<file path="config.mk">
export PLATFORM = sky130hd
export DESIGN_NAME = reg_bank_writer
export DESIGN_NICKNAME = d
export VERILOG_FILES = /design/src/rtl/reg_bank_writer_pkg.sv /design/src/rtl/reg_bank_writer.sv
export SDC_FILE = /design/constraint.sdc
export NUM_CORES = 1
export LEC_CHECK = 0
export BUFFER_PORTS_ARGS = -buffer_cell sky130_fd_sc_hd__buf_2
export CAP_MARGIN = 20
export CORE_MARGIN = 5
export CORE_UTILIZATION = 46
export DETAILED_ROUTE_END_ITERATION = 7
export PLACE_DENSITY = 0.76
export RECOVER_POWER = 25
export SLEW_MARGIN = 25
export SYNTH_ARGS = -nofsm -noshare
export SYNTH_HDL_FRONTEND = slang
export SYNTH_SLANG_ARGS = --single-unit
</file>
<file path="constraint.sdc">
create_clock -name clk -period 4.94 [get_ports clk]
set_clock_uncertainty 0.15 [all_clocks]
set_input_delay 0.988 -clock clk [delete_from_list [all_inputs] [get_ports clk]]
set_output_delay 0.988 -clock clk [all_outputs]
set_load 0.03 [all_outputs]
</file>
<file path="src/rtl/reg_bank_writer_pkg.sv">
// Shared definitions for the register write-back block:
// source-select encodings, FSM states and size defaults.
package reg_bank_writer_pkg;

   localparam int WIDTH_D   = 16;
   localparam int NREGS_D   = 8;
   localparam int TIMEOUT_D = 15;
   localparam int CNT_W     = 4;

   typedef enum logic [1:0] {
      SRC_ALU = 2'b00,
      SRC_IMM = 2'b01,
      SRC_R   = 2'b10,
      SRC_MEM = 2'b11
   } src_e;

   typedef enum logic {
      ST_IDLE    = 1'b0,
      ST_MEMWAIT = 1'b1
   } state_e;

endpackage

</file>
<file path="src/rtl/reg_bank_writer.sv">
// Write-back stage: owns bank registers and R, commits one
// handshaked write at a time, memory writes wait for memValid.
module reg_bank_writer
   import reg_bank_writer_pkg::*;
#(
   parameter int WIDTH   = WIDTH_D,
   parameter int NREGS   = NREGS_D,
   parameter int TIMEOUT = TIMEOUT_D
) (
   input  logic                   clk,
   input  logic                   reset,
   input  logic                   wrValid,
   output logic                   wrReady,
   input  logic [2:0]             wrDest,
   input  logic                   wrToR,
   input  logic [1:0]             srcSelect,
   input  logic [WIDTH-1:0]       aluData,
   input  logic [WIDTH-1:0]       imm,
   output logic                   memReq,
   input  logic                   memValid,
   input  logic [WIDTH-1:0]       memData,
   output logic [NREGS*WIDTH-1:0] regBank,
   output logic [WIDTH-1:0]       regR,
   output logic                   wbDone,
   output logic                   wbErr
);

   localparam logic [CNT_W-1:0] CNT_LAST = CNT_W'(TIMEOUT - 1);

   state_e           r_state;
   logic [CNT_W-1:0] r_cnt;
   logic [2:0]       r_dest;
   logic             r_toR;
   logic             r_memReq;
   logic             r_wbDone;
   logic             r_wbErr;
   logic [WIDTH-1:0] r_bank [NREGS];
   logic [WIDTH-1:0] r_R;

   logic             w_accept;
   logic             w_isMem;
   logic [WIDTH-1:0] w_srcData;
   logic             w_wrEn;
   logic             w_wrToR;
   logic [2:0]       w_wrIdx;
   logic [WIDTH-1:0] w_wrData;

   assign w_accept = (r_state == ST_IDLE) && wrValid;
   assign w_isMem  = (srcSelect == SRC_MEM);

   // Select the non-memory write source for a request in IDLE.
   always_comb begin
      w_srcData = '0;
      unique case (srcSelect)
         SRC_ALU: w_srcData = aluData;
         SRC_IMM: w_srcData = imm;
         SRC_R:   w_srcData = r_R;
         SRC_MEM: w_srcData = '0;
      endcase
   end

   // Decide whether a commit happens at this edge and what it writes.
   always_comb begin
      w_wrEn   = 1'b0;
      w_wrToR  = 1'b0;
      w_wrIdx  = '0;
      w_wrData = '0;
      unique case (r_state)
         ST_IDLE: begin
            if (w_accept && !w_isMem) begin
               w_wrEn   = 1'b1;
               w_wrToR  = wrToR;
               w_wrIdx  = wrDest;
               w_wrData = w_srcData;
            end
         end
         ST_MEMWAIT: begin
            if (memValid) begin
               w_wrEn   = 1'b1;
               w_wrToR  = r_toR;
               w_wrIdx  = r_dest;
               w_wrData = memData;
            end
         end
      endcase
   end

   // Handshake FSM with wait counter and registered status pulses.
   always_ff @(posedge clk or posedge reset) begin
      if (reset) begin
         r_state  <= ST_IDLE;
         r_cnt    <= '0;
         r_dest   <= '0;
         r_toR    <= 1'b0;
         r_memReq <= 1'b0;
         r_wbDone <= 1'b0;
         r_wbErr  <= 1'b0;
      end else begin
         r_wbDone <= w_wrEn;
         r_wbErr  <= 1'b0;
         unique case (r_state)
            ST_IDLE: begin
               if (w_accept) begin
                  r_dest <= wrDest;
                  r_toR  <= wrToR;
                  if (w_isMem) begin
                     r_state  <= ST_MEMWAIT;
                     r_cnt    <= '0;
                     r_memReq <= 1'b1;
                  end
               end
            end
            ST_MEMWAIT: begin
               if (memValid) begin
                  r_state  <= ST_IDLE;
                  r_cnt    <= '0;
                  r_memReq <= 1'b0;
               end else if (r_cnt == CNT_LAST) begin
                  r_state  <= ST_IDLE;
                  r_cnt    <= '0;
                  r_memReq <= 1'b0;
                  r_wbErr  <= 1'b1;
               end else begin
                  r_cnt <= r_cnt + 1'b1;
               end
            end
         endcase
      end
   end

   // Register storage: only the addressed target changes.
   always_ff @(posedge clk or posedge reset) begin
      if (reset) begin
         for (int i = 0; i < NREGS; i++) begin
            r_bank[i] <= '0;
         end
         r_R <= '0;
      end else if (w_wrEn) begin
         if (w_wrToR) begin
            r_R <= w_wrData;
         end else begin
            r_bank[w_wrIdx] <= w_wrData;
         end
      end
   end

   genvar g;
   generate
      for (g = 0; g < NREGS; g++) begin : g_flat
         assign regBank[WIDTH*g +: WIDTH] = r_bank[g];
      end
   endgenerate

   assign wrReady = (r_state == ST_IDLE);
   assign memReq  = r_memReq;
   assign regR    = r_R;
   assign wbDone  = r_wbDone;
   assign wbErr   = r_wbErr;

endmodule

</file>
==> results.ini, run 1 <==
[final_layout]
area_growth_pct = 25.5
antenna_cells = 0
final_core_util_pct = 58.7
stdcell_area_um2 = 8500
layout.cells.most_common = buf_2
final_layout_size_suffix_gt1_share_pct = 60.1
final_cell_mix = buf_2 (203), dfrtp_1 (156), mux2_2 (128)
fin_nets = 722

[sta]
report.final.slew_viol_count = 64
max_slew_margin_pct = -25.2
worst_slew_pin_slew_ns = 1.87
period_minus_slack_ns = 3.90
rsz0062_at_grt = no
hold_viol_final = 0
min_period_over_period_pct = 79.0
setup_viol = 0
fmax_ghz = 0.256
fin_setup_tns_ns = 0

[cts]
worstSkewPairLatency_ns = 0.42
htree_levels = 4
cts_hold_buf = 0
clk_pin_slew_worst_paths_ns = 0.06
post_cts_buffers = 0
cts.sinks = 156
post_cts_resized = 0
cts_made_buffers = 17
cts_tree = built
cts_buffer_depth = 2
root_buffer = clkbuf_16

[logic_synthesis]
synth_compound_area_share_pct = 7.12
seq_area_frac_synth_pct = 57.7
synthMuxAreaShare_pct = 28.1
synth-seq-cells = 156
netlist_area_um2 = 6770
synth_nets = 515
synth-edff-count = 0
syn_avg_cell_area_um2 = 14.9
netlist_top_cells_area = dfrtp_1 (58%), mux2_2 (21%), mux2_4 (4.4%)
synth_top_cell_by_area = dfrtp_1
async_reset_ff_share_pct = 100
yosys_most_used_dff = dfrtp_1
synthAdderAreaFrac_pct = 0.370
yosysTopAreaCellShare_pct = 57.7
synth_simple_gate_area_share_pct = 3.68
yosysUniqueCellTypes = 46
synth_cells = 455
yosys_warnings = 0
synth_xor_area_share_pct = 0
synth_top_family_by_area = multiplexers

[floorplanning]
rows = 44
die_area_um2 = 17200
core-area_um2 = 14500
io_pins = 206
fp.dieH_um = 131
die_w_um = 131
initial_utilization_pct = 46.7

[routing]
ant_nets = 0
routed_via_density = 5.47
drc = 0
num_vias = 4696
post_drt_wl_per_cell_um = 21.2
dr.pass1.iters = 4
drt_wl_total_mm = 18.2
drtIter0Drc = 217

[hold_path]
whs_endpoint = r_cnt[3]
hold_start = r_cnt[3]
hold_depth = 1
holdCritPathClass = register to register

[critical_path]
reg2reg_from = r_state
crit_path_start_kind = input pin
crit_fanout = 25
startpoint = srcSelect[0]
rrSetupSlack_ns = 1.89
cp-end-kind = register
crit_arrival_ns = 4.05
rr_endpoint = regBank[1]
cp.required_ns = 5.09
r2r_cells = 6
worstSetupPathType = input pin to register

[global_route]
grt_usage_pct = 21.1
grt_max_degree = 78
grt_pass1_vias = 5069
globalRouteOverflowTotal = 0
antenna_found_initial = 0
grt_pass1_wl_mm = 28.9

[placement]
place_congestion = 0.820
place_area_um2 = 7900
port_buffers = 205
dp_hpwl_mm = 13.0

[power_and_ir_drop]
powerDensity_nw_per_um2 = 457
leakagePower_nw = 4.53
ir_drop_mv = 0.316

[flow_run]
cap_violations = 2

[outcome]
violations = capacitance limit, slew limit
outcome = complete, but fails checks

registers in the layout, summed over array words and instances, names as in the netlist:
register and flops:
regBank 128, regR 16, r_cnt 4, r_dest 3, memReq 1, r_state 1
r_toR 1, wbDone 1, wbErr 1
routing by layer:
layer | routed length [um] | global-route usage, % | up-vias
met5 | 0 | 0 | -
met4 | 405 | 7.49 | 0
met3 | 1770 | 8.68 | 28
met2 | 8480 | 33.5 | 205
met1 | 7580 | 26.1 | 2388
li1 | - | - | 2075
worst max-delay path, cell delays in order:
cell and delay (ns):
clkbuf_1 1.12, a21oi_4 0.48, o31a_2 0.27, nor3_4 0.75, mux2_2 0.42
cell type report:
type / count / area, um^2
inverters: 6 / 23.8
repair buffers: 211 / 1090
clock inverters: 12 / 136
fillers: 1126 / 5980
multi-input cells: 270 / 2670
flip-flops and latches: 156 / 3900
clock buffers: 20 / 447
well taps: 184 / 230
power breakdown:
group	internal [mW]	switching (mW)
clock network	0.762	0.524
registers	1.47	0.121
logic	0.344	0.660
through the flow:
stage / hold slack, ns / std cells / total power [mW] / setup WS, ns
after floorplan: 0.296 / 455 / 2.29 / 1.83
after global placement: 0.312 / 825 / 2.59 / 1.20
after detailed placement: 0.334 / 825 / 2.62 / 1.08
after CTS: 0.344 / 857 / 3.92 / 1.54
after global routing: 0.358 / 859 / 4.05 / 0.917
final: 0.346 / 859 / 3.88 / 1.04
kinds of logic after synthesis:
| family | after synthesis |
|---|---|
| flip-flops | 156 |
| buffers and inverters | 29 |
| AO/OA/AOI/OAI | 58 |
| adder cells (fa/ha/maj) | 2 |
| multiplexers | 164 |
| AND/OR/NAND/NOR | 46 |
worst max path at each step:
stage                             end  slack [ns]  cells after the start
after floorplan                memReq        1.83                      1
after global placement    regBank[13]        1.20                      5
after detailed placement  regBank[13]        1.08                      5
after CTS                 regBank[13]        1.54                      5
after global routing      regBank[22]        0.92                      5
final                     regBank[23]        1.04                      5
synthesized netlist by cell type, types with 5 or more instances:
| cell | count |
|---|---|
| o21ai_1 | 10 |
| mux2_2 | 128 |
| nand3_1 | 6 |
| dfrtp_1 | 156 |
| nand2_1 | 20 |
| inv_1 | 6 |
| mux2_4 | 20 |
| clkbuf_1 | 5 |
| mux2i_1 | 16 |
| o21ai_0 | 13 |
| a22o_1 | 16 |
| buf_2 | 7 |
| buf_6 | 6 |
No activity file was read; power rests on OpenSTA's default activity.
==> inputs of run 2 (changes only) <==
--- a/config.mk
+++ b/config.mk
@@ -8,9 +8,9 @@
 export BUFFER_PORTS_ARGS = -buffer_cell sky130_fd_sc_hd__buf_2
 export CAP_MARGIN = 20
 export CORE_MARGIN = 5
-export CORE_UTILIZATION = 46
+export CORE_UTILIZATION = 51
 export DETAILED_ROUTE_END_ITERATION = 7
-export PLACE_DENSITY = 0.76
+export PLACE_DENSITY = 0.79
 export RECOVER_POWER = 25
 export SLEW_MARGIN = 25
 export SYNTH_ARGS = -nofsm -noshare
==> constraint.sdc (replaced) <==
create_clock -name clk -period 3.8 [get_ports clk]
set_clock_uncertainty 0.15 [all_clocks]
set_input_delay 0.76 -clock clk [delete_from_list [all_inputs] [get_ports clk]]
set_output_delay 0.76 -clock clk [all_outputs]
set_load 0.03 [all_outputs]
==> run 2 against run 1 <==
- first-iteration DRC count is 4.1% higher
- utilization is 6.4 points higher
- sequential power is 31% higher
- critical path type is now register to register
- the flow still finishes with violations (capacitance limit, slew limit)
- cell area is 0.66% higher
==> results.ini, run 2 (same netlist as run 1, synthesis figures left out) <==
[sta]
rsz0062_at_grt = no
report.final.slew_viol_count = 40  ; -38%
worst_slew_pin_slew_ns = 1.80  ; -0.0718 ns
fin_setup_tns_ns = 0  ; unchanged
setup_viol = 0  ; unchanged
max_slew_margin_pct = -20.4  ; +4.8 points
hold_viol_final = 0  ; unchanged
min_period_over_period_pct = 76.6
fmax_ghz = 0.343
period_minus_slack_ns = 2.91

[power_and_ir_drop]
power_mw = 5.10  ; +31%
clkPwrFrac_pct = 33.6  ; +0.5 points
ir_drop_mv = 0.301  ; -4.7%
internal_power_mw = 3.38  ; +31%
powerDensity_nw_per_um2 = 596  ; +30%
p_sw_mw = 1.72  ; +32%
pwr-share-comb_pct = 25.6  ; -0.2 points
p_seq_share_pct = 40.8  ; -0.2 points
leakagePower_nw = 4.59  ; +1.3%
sw_frac_of_total_pct = 33.7  ; +0.12 points

[cts]
cts_buffer_depth = 2  ; unchanged
clk_pin_slew_worst_paths_ns = 0.06  ; about the same
post_cts_buffers = 0  ; unchanged
cts_tree = built
cts_made_buffers = 17  ; unchanged
cts_hold_buf = 0  ; unchanged
worstSkewPairLatency_ns = 0.42  ; about the same
htree_levels = 4  ; unchanged
root_buffer = clkbuf_16
post_cts_resized = 0  ; unchanged
cts.sinks = 156  ; unchanged

[critical_path]
cp.required_ns = 3.95  ; -1.14 ns
crit_path_start_kind = register
cp-end-kind = register
slowest_delay_ns = 0.71  ; -0.41 ns
crit_arrival_ns = 3.06  ; -0.99 ns
slowest_stage = a21oi_4
cp_common_cell = a21oi_4
critical_path.top_delay_family = compound AO/OA/AOI/OAI gates
critPathBufInv = 0  ; -1
worstPathCellList = nand2b_1 -> a21oi_4 -> nand3_4 -> a21oi_4 -> mux2_2
worstSetupPathType = register to register
crit_fanout = 25  ; unchanged

[global_route]
globalRouteOverflowTotal = 0  ; unchanged
grt_max_degree = 69  ; -12%
grt_pass1_vias = 5232  ; +3.2%
grt_pass1_wl_mm = 29.7  ; +2.6%
antenna_found_initial = 0  ; unchanged
grt_usage_pct = 24.3  ; +3.2 points

[outcome]
violations = capacitance limit, slew limit
outcome = complete, but fails checks

[placement]
port_buffers = 205  ; unchanged
dp_hpwl_mm = 13.3  ; +2.3%
place_congestion = 0.849  ; +3.5%

[final_layout]
layout.cells.most_common = buf_2
seqCellArea_um2 = 3900  ; unchanged
final_layout_size_suffix_gt1_share_pct = 61.0  ; +0.85 points
antenna_cells = 0  ; unchanged
area_growth_pct = 26.4
fin_nets = 729  ; +0.97%
nFillCells = 1008  ; -10%
multiInputGateArea_um2 = 2660  ; about the same
largest_reg_flops = 128  ; unchanged
final_cell_mix = buf_2 (205), dfrtp_1 (156), mux2_2 (128)

[floorplanning]
io_pins = 206  ; unchanged
fp.dieH_um = 125  ; -4.6%
initial_utilization_pct = 51.5  ; +4.8 points
rows = 42  ; -4.5%
core-area_um2 = 13100  ; -9.3%
die_w_um = 125  ; -4.6%
die_area_um2 = 15700  ; -9.1%

[routing]
drc = 0  ; unchanged
drt_wl_total_mm = 18.3  ; +0.31%
num_vias = 4711  ; +0.32%
ant_nets = 0  ; unchanged
routed_via_density = 5.49  ; +0.44%
drtIter0Drc = 226  ; +4.1%
post_drt_wl_per_cell_um = 21.3  ; +0.42%
dr.pass1.iters = 4  ; unchanged

[flow_run]
cap_violations = 1  ; -1

[hold_path]
holdCritPathClass = register to register

[run 2: cell count changes in the layout (fill, tap and decap cells not counted), sizes merged]
| cell | change |
|---|---|
| clkinvlp | -2 |
| clkbuf | -2 |
| inv | +2 |
| clkinv | +1 |
| buf | +8 |
[run 2: power by group through the flow]
| stage | registers (mW) | clock network, mW | logic (mW) |
|---|---|---|---|
| final | 2.08 | 1.71 | 1.31 |
| after global routing | 2.11 | 1.81 | 1.39 |
| after CTS | 2.08 | 1.74 | 1.32 |
| after detailed placement | 2.11 | 0 | 1.32 |
| after global placement | 2.09 | 0 | 1.29 |
| after floorplan | 2.56 | 0 | 0.410 |
[run 2: path summary, 6_finish.rpt]
check	startpoint	endpoint	cells after the start	slack [ns]
setup / recovery	r_state	regBank[124]	5	0.89
hold / removal	r_cnt[3]	r_cnt[3]	1	0.34
setup reg to reg	r_state	regBank[124]	5	0.89
hold reg to reg	r_cnt[3]	r_cnt[3]	1	0.34
max in group asynchronous	reset	regBank[104]	3	0.96
min in group asynchronous	reset	regR[2]	2	0.63
[run 2: final cells by class]
cell class | count | share of cell area [%]
Sequential cell | 156 | 45.6
Multi-Input combinational cell | 270 | 31.1
Tap cell | 176 | 2.57
Clock inverter | 13 | 1.76
Inverter | 6 | 0.278
Timing Repair Buffer | 218 | 13.3
Clock buffer | 19 | 5.30
[run 2: routing by layer]
metal	part of all wire (%)	GRT usage, %
met2	48	39.2
met1	40	29.8
met5	0	0
met3	9.5	9.34
met4	2.8	9.12
[run 2: per-stage QoR]
stage / hold slack (ns) / setup WS, ns / utilization, % / std cells / cell area (um^2)
final: 0.336 / 0.887 / 65.1 / 858 / 8550
after global routing: 0.366 / 0.461 / 65.1 / 858 / 8550
after CTS: 0.340 / 0.884 / 65.1 / 857 / 8560
after detailed placement: 0.321 / 0.541 / 60.6 / 825 / 7960
after global placement: 0.313 / 0.650 / 60.6 / 825 / 7960
after floorplan: 0.296 / 0.917 / - / 455 / 6770
